`src/rtl/queue_controller.sv`:
```
// First-word-fall-through FIFO controller driving an external 32x32 memory with a
// registered read port; the successor word is prefetched on the edge a pop retires.
module queue_controller #(
    parameter int unsigned ALMOST_FULL_LEVEL = 28
) (
    input  logic        clock,
    input  logic        reset,
    input  logic        flush,
    input  logic        pushValid,
    input  logic [31:0] pushData,
    output logic        pushReady,
    output logic        popValid,
    output logic [31:0] popData,
    input  logic        popReady,
    output logic [5:0]  fillLevel,
    output logic        almostFull,
    output logic        memWriteEnable,
    output logic [4:0]  memWriteAddress,
    output logic [31:0] memWriteData,
    output logic [4:0]  memReadAddress,
    input  logic [31:0] memReadData
);

    localparam logic [5:0] Depth   = 6'd32;
    localparam logic [5:0] AfLevel = 6'(ALMOST_FULL_LEVEL);

    logic [4:0] tailPtr;
    logic [4:0] headPtr;
    logic [5:0] count;
    logic       dataValid;
    logic       push;
    logic       pop;

    always_comb begin
        pushReady       = (count != Depth);
        popValid        = dataValid;
        popData         = memReadData;
        push            = pushValid & pushReady;
        pop             = popValid & popReady;
        fillLevel       = count;
        almostFull      = (count >= AfLevel);
        memWriteEnable  = push;
        memWriteAddress = tailPtr;
        memWriteData    = pushData;
        // Present the next head so the memory fetches it on the same edge the pop retires.
        memReadAddress  = pop ? headPtr + 5'd1 : headPtr;
    end

    always_ff @(posedge clock) begin
        if (reset || flush) begin
            tailPtr   <= 5'd0;
            headPtr   <= 5'd0;
            count     <= 6'd0;
            dataValid <= 1'b0;
        end else begin
            tailPtr   <= tailPtr + 5'(push);
            headPtr   <= headPtr + 5'(pop);
            count     <= count + 6'(push) - 6'(pop);
            // A word written this edge is not yet readable: same-address read returns old data.
            dataValid <= (count - 6'(pop)) != 6'd0;
        end
    end

    always_ff @(posedge clock) begin
        if (!reset) begin
            assert (count <= Depth);
        end
    end

endmodule

```
`config.mk`:
```
export PLATFORM = sky130hd
export DESIGN_NAME = queue_controller
export DESIGN_NICKNAME = d
export VERILOG_FILES = /design/src/rtl/queue_controller.sv
export SDC_FILE = /design/constraint.sdc
export NUM_CORES = 1
export LEC_CHECK = 0
export ABC_AREA = 1
export CAP_MARGIN = 15
export CORE_MARGIN = 2
export CORE_UTILIZATION = 30
export CTS_CLUSTER_SIZE = 24
export DETAILED_ROUTE_END_ITERATION = 10
export HOLD_SLACK_MARGIN = 0.15
export PLACE_DENSITY = 0.81
export SKIP_CTS_REPAIR_TIMING = 1
export SYNTH_ARGS = -nofsm -noshare
export SYNTH_HDL_FRONTEND = slang
export SYNTH_SLANG_ARGS = --single-unit
```
`constraint.sdc`:
```
create_clock -name clock -period 2.77 [get_ports clock]
set_input_delay 0.4155 -clock clock [delete_from_list [all_inputs] [get_ports clock]]
set_output_delay 0.4155 -clock clock [all_outputs]
set_load 0.03 [all_outputs]
```
==> run_results.csv <==
group,metric,value,unit
run_status,outcome,"finished, final reports clean",
drt,drt-pass1-iter-count,4,
global_routing,grt_usage,9.23,%
drt,drt_iter0_drc,21,
timing,rsz0062_at_grt,"no",
timing,min_period_over_period,92.2,%
pwr,totalPowerFinal,0.751,mW
timing,period_needed,2550,ps
clock_tree,cts_tree,"yes",
yosys,synthDistinctLibCells,18,
timing,setup_ws,216,ps
drt,drc,0,
setup_path,cp_max_fo,6,
clock_tree,clk_pin_slew,70,ps
min_path,hold_path_class,"flip-flop to flip-flop",
cells_and_area,register_area,340,sq um
cells_and_area,fillCellCount,582,
setup_path,r2r_start,"fillLevel[4]",
timing,worst_pin_slew,323,ps
min_path,hold_end,"memWriteAddress[4]",
die,dieArea,5790,sq um
die,rows,26,
yosys,syn-cell-area,1560,sq um
cells_and_area,antenna_cells,0,
drt,vias,1045,
die,ioPinCount,153,
timing,hold_viol,0,
setup_path,worstSetupPathType,"input pin to primary output",
clock_tree,cts_sinks,17,
global_routing,grt_pass1_vias,978,
die,die_h,76.1,microns
setup_path,r2r_end,"fillLevel[4]",
timing,max-slew-margin-rel,78.4,%
setup_path,cp_cell_sequence,"clkdlybuf4s50_1, nand2_1, inv_2, nand2_1, nor3_2, xor2_1, clkdlybuf4s50_1",
job,cap_violations,0,
setup_path,worst_ep_arrival_time,2140,ps
die,dieWidth,76.1,microns
timing,fin_setup_tns,0,ps
setup_path,cpPeakStageDelay,690,ps
yosys,syn-num-nets,296,
setup_path,cp_top_family,"buffers and inverters",
min_path,holdPathStages,2,
clock_tree,clk_latency,250,ps
setup_path,cp.depth,7,
clock_tree,cts-htree-levels,1,
cells_and_area,multi_input_area,641,sq um
clock_tree,cts_max_path_buffers,2,
yosys,synth_area_per_cell,7.53,sq um
die,coreArea,5070,sq um
timing,fmax,392,MHz
clock_tree,cts_inserted_buffers,3,
timing,setup_viol,0,
yosys,syn_inst,207,
setup_path,reg2regPathDepth,14,
place,dpl_worst_slack,194,ps
pwr,leakagePower,0.618,nW
pwr,peakVddDrop,0.148,mV
place,portBuffers,24,
min_path,min-delay-start,"memWriteAddress[4]",
timing,drv_slew,0,
place,hpwl,2110,microns
cells_and_area,final_util,28.9,%
setup_path,crit_required,2350,ps
global_routing,grt_pass1_wl,4280,microns
global_routing,antenna_found_initial,0,
setup_path,startpoint_type,"input pin",
die,initial_core_util,30.7,%
timing,finClkSkew,0.627,ps
drt,drt-total-wl,2650,microns
yosys,synth_seq_cells,17,
place,gp_congestion,0.804,
setup_path,cp_slowest_cell,"clkdlybuf4s50_1",
clock_tree,clock-root-buffer,"clkbuf_8",
drt,drtAntennaViolNets,0,
cells_and_area,drive_gt1_share,5.78,%
cells_and_area,stdcell_area,1470,sq um
yosys,yosysSeqAreaShare,21.8,%
drt,wl_per_cell,10.9,microns
global_routing,grt_max_degree,11,
setup_path,r2r_slack,310,ps
drt,vias_per_cell,4.30,
cells_and_area,area_growth,-5.86,%
setup_path,critPathBufInv,3,
cells_and_area,nets,263,
global_routing,grt_overflow,0,
setup_path,end_kind,"primary output",
pwr,p_per_area,512,nW/um^2
place,dpl_cell_area,1420,sq um
yosys,synth-warning-count,0,
stage by stage:
| stage | cells | hold WS (ps) |
|---|---|---|
| 3_5_place_dp | 239 | 456 |
| 4_1_cts | 243 | 465 |
| 6_report | 243 | 462 |
| 3_3_place_gp | 239 | 448 |
| 5_1_grt | 243 | 502 |
| 2_1_floorplan | 207 | 450 |
synthesized netlist by cell type:
master     n  area share [%]
a21oi_1   10             3.2
nand4_1    3             1.2
nor2_4     1            0.72
dfxtp_1   17              22
nor2_1    17             4.1
inv_2      2            0.48
inv_1     23             5.5
and2_1     1            0.40
fa_1       1             1.3
o21ai_0    7             2.2
nand3_1   10             3.2
xnor2_1    2             1.1
nor3_2     1            0.64
nand2_1   25             6.0
ha_1      19              15
clkinv_1   1            0.24
xor2_1     3             1.7
buf_4     64              31
worst reg2reg max path, delay by kind of cell, from the launching register on:
family,cells,cell delay (ps)
buf+inv,3,210
simple gates,5,470
fa+ha+maj,4,1060
compound gates,2,290
flops,1,380
cells in the final DEF (no fill, tap or decap):
master,n
buf_4,2
o21ai_0,7
clkbuf_8,3
fa_1,1
nand2_1,25
dfxtp_1,17
xnor2_1,2
clkinv_1,1
clkdlybuf4s50_1,24
xor2_1,3
clkinv_2,1
nor2_4,1
nand3_1,10
ha_1,19
nor2_1,17
inv_1,23
a21oi_1,10
and2_1,1
nand4_1,3
inv_2,2
nor3_2,1
routing by layer:
| layer | up-vias | track usage [%] | part of all wire (%) |
|---|---|---|---|
| li1 | 510 | - | - |
| met1 | 476 | 9.67 | 40 |
| met2 | 33 | 14.5 | 45 |
| met3 | 26 | 2.37 | 7.6 |
| met4 | 0 | 9.82 | 7.1 |
| met5 | - | 0 | 0 |
sequential cells by signal (all words and copies together) (netlist names):
signal           count
headPtr              5
memWriteAddress      5
popValid             1
fillLevel            6
worst max-delay path by stage:
stage / to / startpoint / slack, ps
after floorplan: fillLevel[4] / fillLevel[2] / 30
after global placement: memReadAddress[4] / popReady / 170
after detailed placement: memReadAddress[4] / popReady / 190
after CTS: memReadAddress[4] / popReady / 180
after global routing: fillLevel[4] / fillLevel[4] / 60
final: memReadAddress[4] / popReady / 220
cell type report:
| cell class | instances | share of cell area, % |
|---|---|---|
| tap | 70 | 5.97 |
| clock buffer | 3 | 2.81 |
| clock inverter | 1 | 0.341 |
| inverter | 26 | 6.65 |
| timing repair buffer | 26 | 17.4 |
| multi-input combinational | 100 | 43.6 |
| sequential | 17 | 23.2 |
report_power, final:
group | total [mW] | internal [mW] | switching, mW
Sequential | 0.273 | 0.260 | 0.0129
Clock | 0.188 | 0.0998 | 0.0883
Combinational | 0.290 | 0.117 | 0.173
cells by family (layout without fill, tap and decap cells):
logic type | Yosys count | in the layout | synth area share, %
and+or+nand+nor | 58 | 58 | 16.3
AOI/OAI and AO/OA | 17 | 17 | 5.46
adders and majority gates | 20 | 20 | 16.5
buffers and inverters | 90 | 56 | 37.1
DFF | 17 | 17 | 21.8
xor gates and xnor gates | 5 | 5 | 2.81
Power figures use the tool's default switching activity.
